`src/rtl/ir_pkg.sv`:
```
// ir_pkg: shared opcode constants for the instruction register, controller and ALU
package ir_pkg;
  localparam logic [3:0] OP_HALT = 4'b1111;
  localparam logic [3:0] OP_LD   = 4'b1110;
  localparam logic [3:0] OP_ADD  = 4'b1101;
  localparam logic [3:0] OP_SUB  = 4'b1100;
  localparam logic [3:0] OP_AND  = 4'b1011;
  localparam logic [3:0] OP_XOR  = 4'b1001;
  localparam logic [3:0] OP_OR   = 4'b0010;
  localparam logic [3:0] OP_SHL  = 4'b1000;
endpackage

```
`src/rtl/ir_if.sv`:
```
// ir_if: instruction bus bundle; load enable and byte in (IIR, D), eight decode flags out
interface ir_if;
  logic       IIR;
  logic [7:0] D;
  logic       HALT;
  logic       LD;
  logic       ADD;
  logic       SUB;
  logic       AND;
  logic       XOR;
  logic       OR;
  logic       SHL;
  modport master (output IIR, D, input HALT, LD, ADD, SUB, AND, XOR, OR, SHL);
  modport slave  (input IIR, D, output HALT, LD, ADD, SUB, AND, XOR, OR, SHL);
endinterface

```
`src/rtl/ir_decoder.sv`:
```
// ir_decoder: 4-bit opcode -> eight one-hot decode flags (op in; halt..shl out), unmapped codes decode to all-zero
module ir_decoder
  import ir_pkg::*;
(
  input  logic [3:0] op,
  output logic       halt,
  output logic       ld,
  output logic       add,
  output logic       sub,
  output logic       and_op,
  output logic       xor_op,
  output logic       or_op,
  output logic       shl
);
  assign halt   = op == OP_HALT;
  assign ld     = op == OP_LD;
  assign add    = op == OP_ADD;
  assign sub    = op == OP_SUB;
  assign and_op = op == OP_AND;
  assign xor_op = op == OP_XOR;
  assign or_op  = op == OP_OR;
  assign shl    = op == OP_SHL;
endmodule

```
`src/rtl/ir.sv`:
```
// ir: 8-bit instruction register with decode (CLK, RST sync active-high; bus: IIR/D in, decode flags out)
module ir
  import ir_pkg::*;
(
  input logic CLK,
  input logic RST,
  ir_if.slave bus
);
  logic [7:0] ir_q;
  logic       unused_hi;
  always_ff @(posedge CLK)
    if (RST) ir_q <= 8'h00;
    else if (bus.IIR) ir_q <= bus.D;
  // Upper nibble is stored but is don't-care for decode.
  assign unused_hi = &{1'b0, ir_q[7:4]};
  ir_decoder u_dec (
    .op     (ir_q[3:0]),
    .halt   (bus.HALT),
    .ld     (bus.LD),
    .add    (bus.ADD),
    .sub    (bus.SUB),
    .and_op (bus.AND),
    .xor_op (bus.XOR),
    .or_op  (bus.OR),
    .shl    (bus.SHL)
  );
endmodule

```
`src/flat_wrapper.sv`:
```
// flat-port wrapper written by rule: the top's interface ports become plain ports
module ir_flat import ir_pkg::*;
  (CLK, RST, bus_IIR, bus_D, bus_HALT, bus_LD, bus_ADD, bus_SUB, bus_AND, bus_XOR, bus_OR, bus_SHL);
  ir_if bus_i ();
  input logic CLK;
  input logic RST;
  input wire logic [$bits(bus_i.IIR)-1:0] bus_IIR;
  input wire logic [$bits(bus_i.D)-1:0] bus_D;
  output wire logic [$bits(bus_i.HALT)-1:0] bus_HALT;
  output wire logic [$bits(bus_i.LD)-1:0] bus_LD;
  output wire logic [$bits(bus_i.ADD)-1:0] bus_ADD;
  output wire logic [$bits(bus_i.SUB)-1:0] bus_SUB;
  output wire logic [$bits(bus_i.AND)-1:0] bus_AND;
  output wire logic [$bits(bus_i.XOR)-1:0] bus_XOR;
  output wire logic [$bits(bus_i.OR)-1:0] bus_OR;
  output wire logic [$bits(bus_i.SHL)-1:0] bus_SHL;
  assign bus_i.IIR = bus_IIR;
  assign bus_i.D = bus_D;
  assign bus_HALT = bus_i.HALT;
  assign bus_LD = bus_i.LD;
  assign bus_ADD = bus_i.ADD;
  assign bus_SUB = bus_i.SUB;
  assign bus_AND = bus_i.AND;
  assign bus_XOR = bus_i.XOR;
  assign bus_OR = bus_i.OR;
  assign bus_SHL = bus_i.SHL;
  ir u_core (.CLK(CLK), .RST(RST), .bus(bus_i));
endmodule
```
`config.mk`:
```
export PLATFORM = sky130hd
export DESIGN_NAME = ir_flat
export DESIGN_NICKNAME = d
export VERILOG_FILES = /design/src/rtl/ir_pkg.sv /design/src/rtl/ir_if.sv /design/src/rtl/ir_decoder.sv /design/src/rtl/ir.sv /design/src/flat_wrapper.sv
export SDC_FILE = /design/constraint.sdc
export NUM_CORES = 1
export LEC_CHECK = 0
export BUFFER_PORTS_ARGS = -buffer_cell sky130_fd_sc_hd__buf_4
export CORE_AREA = 2 2 39 41
export CTS_CLUSTER_DIAMETER = 100
export DETAILED_ROUTE_END_ITERATION = 12
export DIE_AREA = 0 0 41 43
export PLACE_DENSITY = 0.53
export SETUP_SLACK_MARGIN = 0.2
export SLEW_MARGIN = 20
export SYNTH_ARGS = -nofsm -noshare
export SYNTH_HDL_FRONTEND = slang
export SYNTH_SLANG_ARGS = --single-unit
```
`constraint.sdc`:
```
create_clock -name CLK -period 0.8 [get_ports CLK]
set_input_delay 0.08 -clock CLK [delete_from_list [all_inputs] [get_ports CLK]]
set_output_delay 0.08 -clock CLK [all_outputs]
set_load 0.05 [all_outputs]
```
==> results by group, run 1 <==
Placement
  • I/O Buffers: 14
  • Pre-CTS setup slack: -0.174 ns
  • GP Congestion: 0.573
  • Dpl hpwl: 505 um
  • Post-DP Area: 467 um2

Timing
  • Endpoints failing setup: 8
  • Fin. Hold Viols: 0
  • Worst clock skew: 0 ns
  • Max-Slew Margin vs Limit: 0.919
  • Final Cycle Share: 1.44
  • Least-Margin Pin Slew: 0.118 ns
  • Fin Hold WS: 0.0169 ns
  • Fmax: 0.870 GHz
  • Max-slew violations: 0
  • Fin crit period: 1.15 ns
  • RSZ-0062 raised after global routing: true
  • Setup ws final: -0.349 ns
  • Setup TNS: -2.50 ns

Yosys
  • Largest family of logic cells by synthesized area: simple AND/OR/NAND/NOR gates
  • Post-Synth XOR/XNOR Area: 0
  • Post-Synth Adder-Cell Area: 0
  • Synth Area in Compound Gates: 0
  • Synthesized area per cell: 8.52 um2
  • Synth warn: 0
  • Mux share of post-synthesis cell area: 0.181
  • Main area contributors after synthesis: dfxtp_1 36%, mux2i_1 18%, nor2_1 15%, nor3_2 14%, nand2b_1 8.5%
  • Commonest cells in the netlist: 9 x nor2_1, 4 x dfxtp_1, 4 x mux2i_1
  • Mapped Area: 221 um2
  • Ys async rst share: 0
  • Net count after synthesis: 37
  • Netlist cell types: 7
  • Main flop type after synthesis: dfxtp_1
  • Sequential share of the synthesized area: 0.362
  • Synth Instances: 26
  • Synth top area share: 0.362
  • Synth Area in Simple Gates: 0.407
  • EDFF count, synth: 0
  • Flops & latches, synth: 4
  • Top-count cell post-synth: nor2_1
  • Synth area leader: dfxtp_1

GRT
  • GRT Total Usage: 0.0822
  • Initial antenna violation count: 0
  • Number of global-route vias before repair: 239
  • Total gr overflow: 0
  • Pin count of the biggest net entering global routing: 7
  • First-pass GRT wire length: 952 um

Outcome
  • Violated checks: negative setup slack
  • Run status: complete, but fails checks

Clock tree
  • Clock slew at reported path FFs: 0.04 ns
  • Clk buf depth: 2
  • # hold bufs at CTS: 0
  • Root Buffer: clkbuf_4
  • TritonCTS Buffers: 3
  • CTS tree: yes
  • Max H-tree Level: 1
  • Setup bufs post-CTS: 0
  • Clk_lat worst skew: 0.23 ns
  • Clock sinks: 4

Floorplanning
  • Row cnt: 14
  • Die Span Y: 43 um
  • Core area: 0.00138 mm2
  • Die Width: 41 um
  • Num ports: 19
  • Die Area: 0.00176 mm2
  • Initial core utilization: 0.160

Power and ir drop
  • Worst VDD drop: 0.000617 V
  • Pwr Total: 682 uW
  • Leakage: 0.000216 uW
  • PD cells: 1200 mW/mm2

Drt
  • Initial DRC count: 0
  • Routed len/inst: 8.87 um
  • Vias per cell: 3.98
  • Antenna Violating Nets Remaining: 0
  • Detailed-route DRC error count: 0
  • Routed vias: 251
  • Drt total wl: 559 um
  • DR pass1 iterations: 1

Final layout
  • Area Growth Syn to Fin: 156%
  • Largest registers: u_core.ir_q x4
  • Final #Nets: 59
  • Max FFs per register: 4
  • Ant. Diodes: 0
  • Most flops, register: u_core.ir_q
  • Layout cell share with drive strength beyond 1: 0.809
  • Post-route cell area: 568 um2

Setup path
  • CP endpoint kind: output port
  • R2R setup slack: 0.14 ns
  • CP startpoint kind: flip-flop
  • Max Fanout on Critical Path: 4
  • Worst EP arrival: 1.07 ns
  • CP Class: flip-flop to output port
  • WP data required: 0.72 ns

Run
  • Maxcap violations: 0

Min path
  • Hold/Removal Path Class: primary input to flip-flop
routing by layer:
layer,share of wire,up-vias,GRT usage
met5,0,-,0
met4,0,0,0.0600
met3,0.081,0,0.0314
met2,0.53,15,0.122
met1,0.38,109,0.0897
li1,-,127,-
critical path, cell delays in order, from the launching register on:
cell	delay (ns)
dfxtp_4	0.36
nand2b_4	0.18
nor3_4	0.12
buf_6	0.17
repair_timing:
item	CTS	global route
resized for setup	14	5
setup endpoints to repair	12	12
pin swaps	4	3
hold endpoints to repair	0	0
final timing paths:
check                           depth (start not counted)           start             end
worst min register to register                          2  u_core.ir_q[2]  u_core.ir_q[2]
worst min-delay path                                    2             RST  u_core.ir_q[2]
worst max-delay path                                    3  u_core.ir_q[0]         bus_SHL
worst max register to register                          2  u_core.ir_q[3]  u_core.ir_q[3]
area by class of cell:
cell class,count,area [um2]
flip-flops and latches,4,95.1
well taps,16,20.0
multi-input cells,21,228
clock buffers,4,26.3
repair buffers,18,199
fillers,133,816
layout by cell type, fill, tap and decap left out:
cell type and count:
buf_6 7, buf_4 6, nor2_4 5, buf_8 5, mux2i_1 4, nor2_1 4
dfxtp_4 4, nand2b_4 3, nor3_4 3, clkbuf_4 3, nand2_2 1, nand2_8 1
clkbuf_1 1
per-stage QoR:
stage               utilization  cells
floorplan                     -     26
global placement          0.337     59
detailed placement        0.337     59
CTS                       0.397     63
global route              0.410     63
finish                    0.410     63
report_power, final:
part	internal (uW)	switching (uW)
logic	90.5	81.0
registers	209	30.6
clock network	187	84.0
total	486	196
cells by family after synthesis:
logic type | Yosys count
buffers and inverters | 1
DFF | 4
and+or+nand+nor | 17
muxes | 4
(Power assumes the default switching activity.)
==> inputs of run 2 (changes only) <==
--- a/config.mk
+++ b/config.mk
@@ -11,7 +11,7 @@
 export DETAILED_ROUTE_END_ITERATION = 12
 export DIE_AREA = 0 0 41 43
 export PLACE_DENSITY = 0.53
-export SETUP_SLACK_MARGIN = 0.2
+export SETUP_SLACK_MARGIN = 0.15
 export SLEW_MARGIN = 20
 export SYNTH_ARGS = -nofsm -noshare
 export SYNTH_HDL_FRONTEND = slang
==> results by group, run 2 (synthesis gave the netlist of run 1 again) <==
Run
  • Maxcap violations: 0 (unchanged)

Setup path
  • Max Fanout on Critical Path: 4 (unchanged)
  • CP endpoint kind: output port
  • CP startpoint kind: flip-flop
  • WP data required: 0.72 ns (about the same)
  • Worst r2r src: u_core.ir_q[1]
  • Cell breakdown of the critical path: nand2b_4 -> nor3_4 -> buf_6
  • Worst EP arrival: 1.07 ns (about the same)
  • Worst path top cell family by delay: flip-flops
  • CP Buf/Inv Count: 1 (unchanged)
  • Crit. Startpoint: u_core.ir_q[0]
  • Slowest-stage cell, CP: dfxtp_4
  • CP Class: flip-flop to output port
  • Slowest stage delay, CP: 0.36 ns (about the same)

Final layout
  • Commonest non-fill, non-tap cells in the layout: 10 x buf_6, 6 x buf_4, 5 x nor2_4
  • Final cell count without fillers: 63 (unchanged)
  • Ant. Diodes: 0 (unchanged)
  • Layout cell share with drive strength beyond 1: 0.809 (unchanged)
  • Area Growth Syn to Fin: 151%
  • Most flops, register: u_core.ir_q
  • Largest registers: u_core.ir_q x4
  • Util after Layout: 0.402 (-0.00814)
  • Post-route cell area: 557 um2 (-2.0%)
  • Max FFs per register: 4 (unchanged)
  • Most common cell after layout, fill and taps aside: buf_6
  • Final #Nets: 59 (unchanged)

Outcome
  • Violated checks: negative setup slack
  • Run status: complete, but fails checks

Clock tree
  • Setup bufs post-CTS: 0 (unchanged)
  • Clock slew at reported path FFs: 0.04 ns (about the same)
  • Clk buf depth: 2 (unchanged)
  • CTS tree: yes
  • TritonCTS Buffers: 3 (unchanged)
  • Clk_lat worst skew: 0.23 ns (about the same)
  • Clock sinks: 4 (unchanged)
  • Root Buffer: clkbuf_4
  • Max H-tree Level: 1 (unchanged)
  • # hold bufs at CTS: 0 (unchanged)

Power and ir drop
  • Pwr Total: 682 uW (about the same)
  • PD cells: 1220 mW/mm2 (+2.0%)
  • Worst VDD drop: 0.000839 V (+36%)
  • Leakage: 0.000213 uW (-1.6%)

Min path
  • Hold/Removal Path Class: primary input to flip-flop
  • Hold Path Origin: RST

Placement
  • Post-DP Area: 467 um2 (unchanged)
  • Placed cells: 59 (unchanged)
  • GP Congestion: 0.571 (-0.37%)
  • I/O Buffers: 14 (unchanged)
  • Dpl hpwl: 491 um (-2.8%)

Drt
  • Routed len/inst: 9.38 um (+5.7%)
  • Routed vias: 253 (+0.80%)
  • Initial DRC count: 1 (+1)
  • Drt total wl: 591 um (+5.7%)
  • Antenna Violating Nets Remaining: 0 (unchanged)
  • Vias per cell: 4.02 (+0.80%)
  • DR pass1 iterations: 2 (+1)
  • Detailed-route DRC error count: 0 (unchanged)

Timing
  • Final Cycle Share: 1.44 (+0.00213)
  • Fmax: 0.869 GHz (-0.15%)
  • Worst clock skew: 0 ns (unchanged)
  • Fin Hold WS: 0.0211 ns (+0.00419 ns)
  • Least-Margin Pin Slew: 0.120 ns (+0.00177 ns)
  • Setup ws final: -0.351 ns (-0.00170 ns)
  • Max-slew violations: 0 (unchanged)
  • RSZ-0062 raised after global routing: true
  • Fin crit period: 1.15 ns (+0.00170 ns)
  • Fin. Hold Viols: 0 (unchanged)
  • Max-Slew Margin vs Limit: 0.918 (-0.00121)
  • Endpoints failing setup: 8 (unchanged)

Floorplanning
  • Num ports: 19 (unchanged)
  • Die Width: 41 um (unchanged)
  • Die Area: 0.00176 mm2 (unchanged)
  • Row cnt: 14 (unchanged)
  • Die Span Y: 43 um (unchanged)
  • Initial core utilization: 0.160 (unchanged)
  • Core area: 0.00138 mm2 (unchanged)

GRT
  • Total gr overflow: 0 (unchanged)
  • First-pass GRT wire length: 1020 um (+7.2%)
  • Initial antenna violation count: 0 (unchanged)
  • Pin count of the biggest net entering global routing: 7 (unchanged)
  • GRT Total Usage: 0.0892 (+0.00693)
  • Number of global-route vias before repair: 239 (unchanged)
## run 2: cell count changes in the layout (fill, tap and decap cells not counted)
cell / delta
buf_6: +3
buf_8: -3
## run 2: path summary, 6_finish.rpt
kind	cells past startpoint	end	slack (ns)
setup / recovery	3	bus_SHL	-0.35
hold / removal	2	u_core.ir_q[1]	0.02
setup reg to reg	2	u_core.ir_q[1]	0.14
hold reg to reg	2	u_core.ir_q[2]	0.55
## run 2: timing repair
item                                    CTS  global route
endpoints found under the setup margin   10            12
pin swaps                                 5             1
endpoints found under the hold margin     0             0
gates resized for setup                  14             2
## run 2: through the flow
stage	setup TNS (ns)	worst slack [ns]
2_1_floorplan	-1.11	-0.274
3_3_place_gp	-0.883	-0.155
3_5_place_dp	-0.896	-0.165
4_1_cts	-2.63	-0.373
5_1_grt	-2.82	-0.389
6_report	-2.50	-0.351
## run 2: area by class of cell
class | count | area [um2]
Fill cell | 137 | 827
Multi-Input combinational cell | 21 | 228
Sequential cell | 4 | 95.1
Timing Repair Buffer | 18 | 188
Clock buffer | 4 | 26.3
Tap cell | 16 | 20.0
## run 2: where the power goes
part / internal, uW / leakage (uW) / switching [uW] / total (uW)
clock: 187 / 0.0000150 / 84.6 / 272
combinational: 89.4 / 0.000162 / 80.7 / 170
sequential: 208 / 0.0000357 / 31.4 / 240
total: 485 / 0.000213 / 197 / 682
## run 2: per-layer routing
layer | GRT usage | share of wire
met3 | 0.0157 | 0.098
met1 | 0.115 | 0.45
met4 | 0.0800 | 0
met2 | 0.119 | 0.45
met5 | 0 | 0
## run 2: worst register-to-register path, delay by kind of cell, from the launching register on
family	cells	cell delay, ns
flip-flops	1	0.37
multiplexers	1	0.13
AND/OR/NAND/NOR	1	0.05
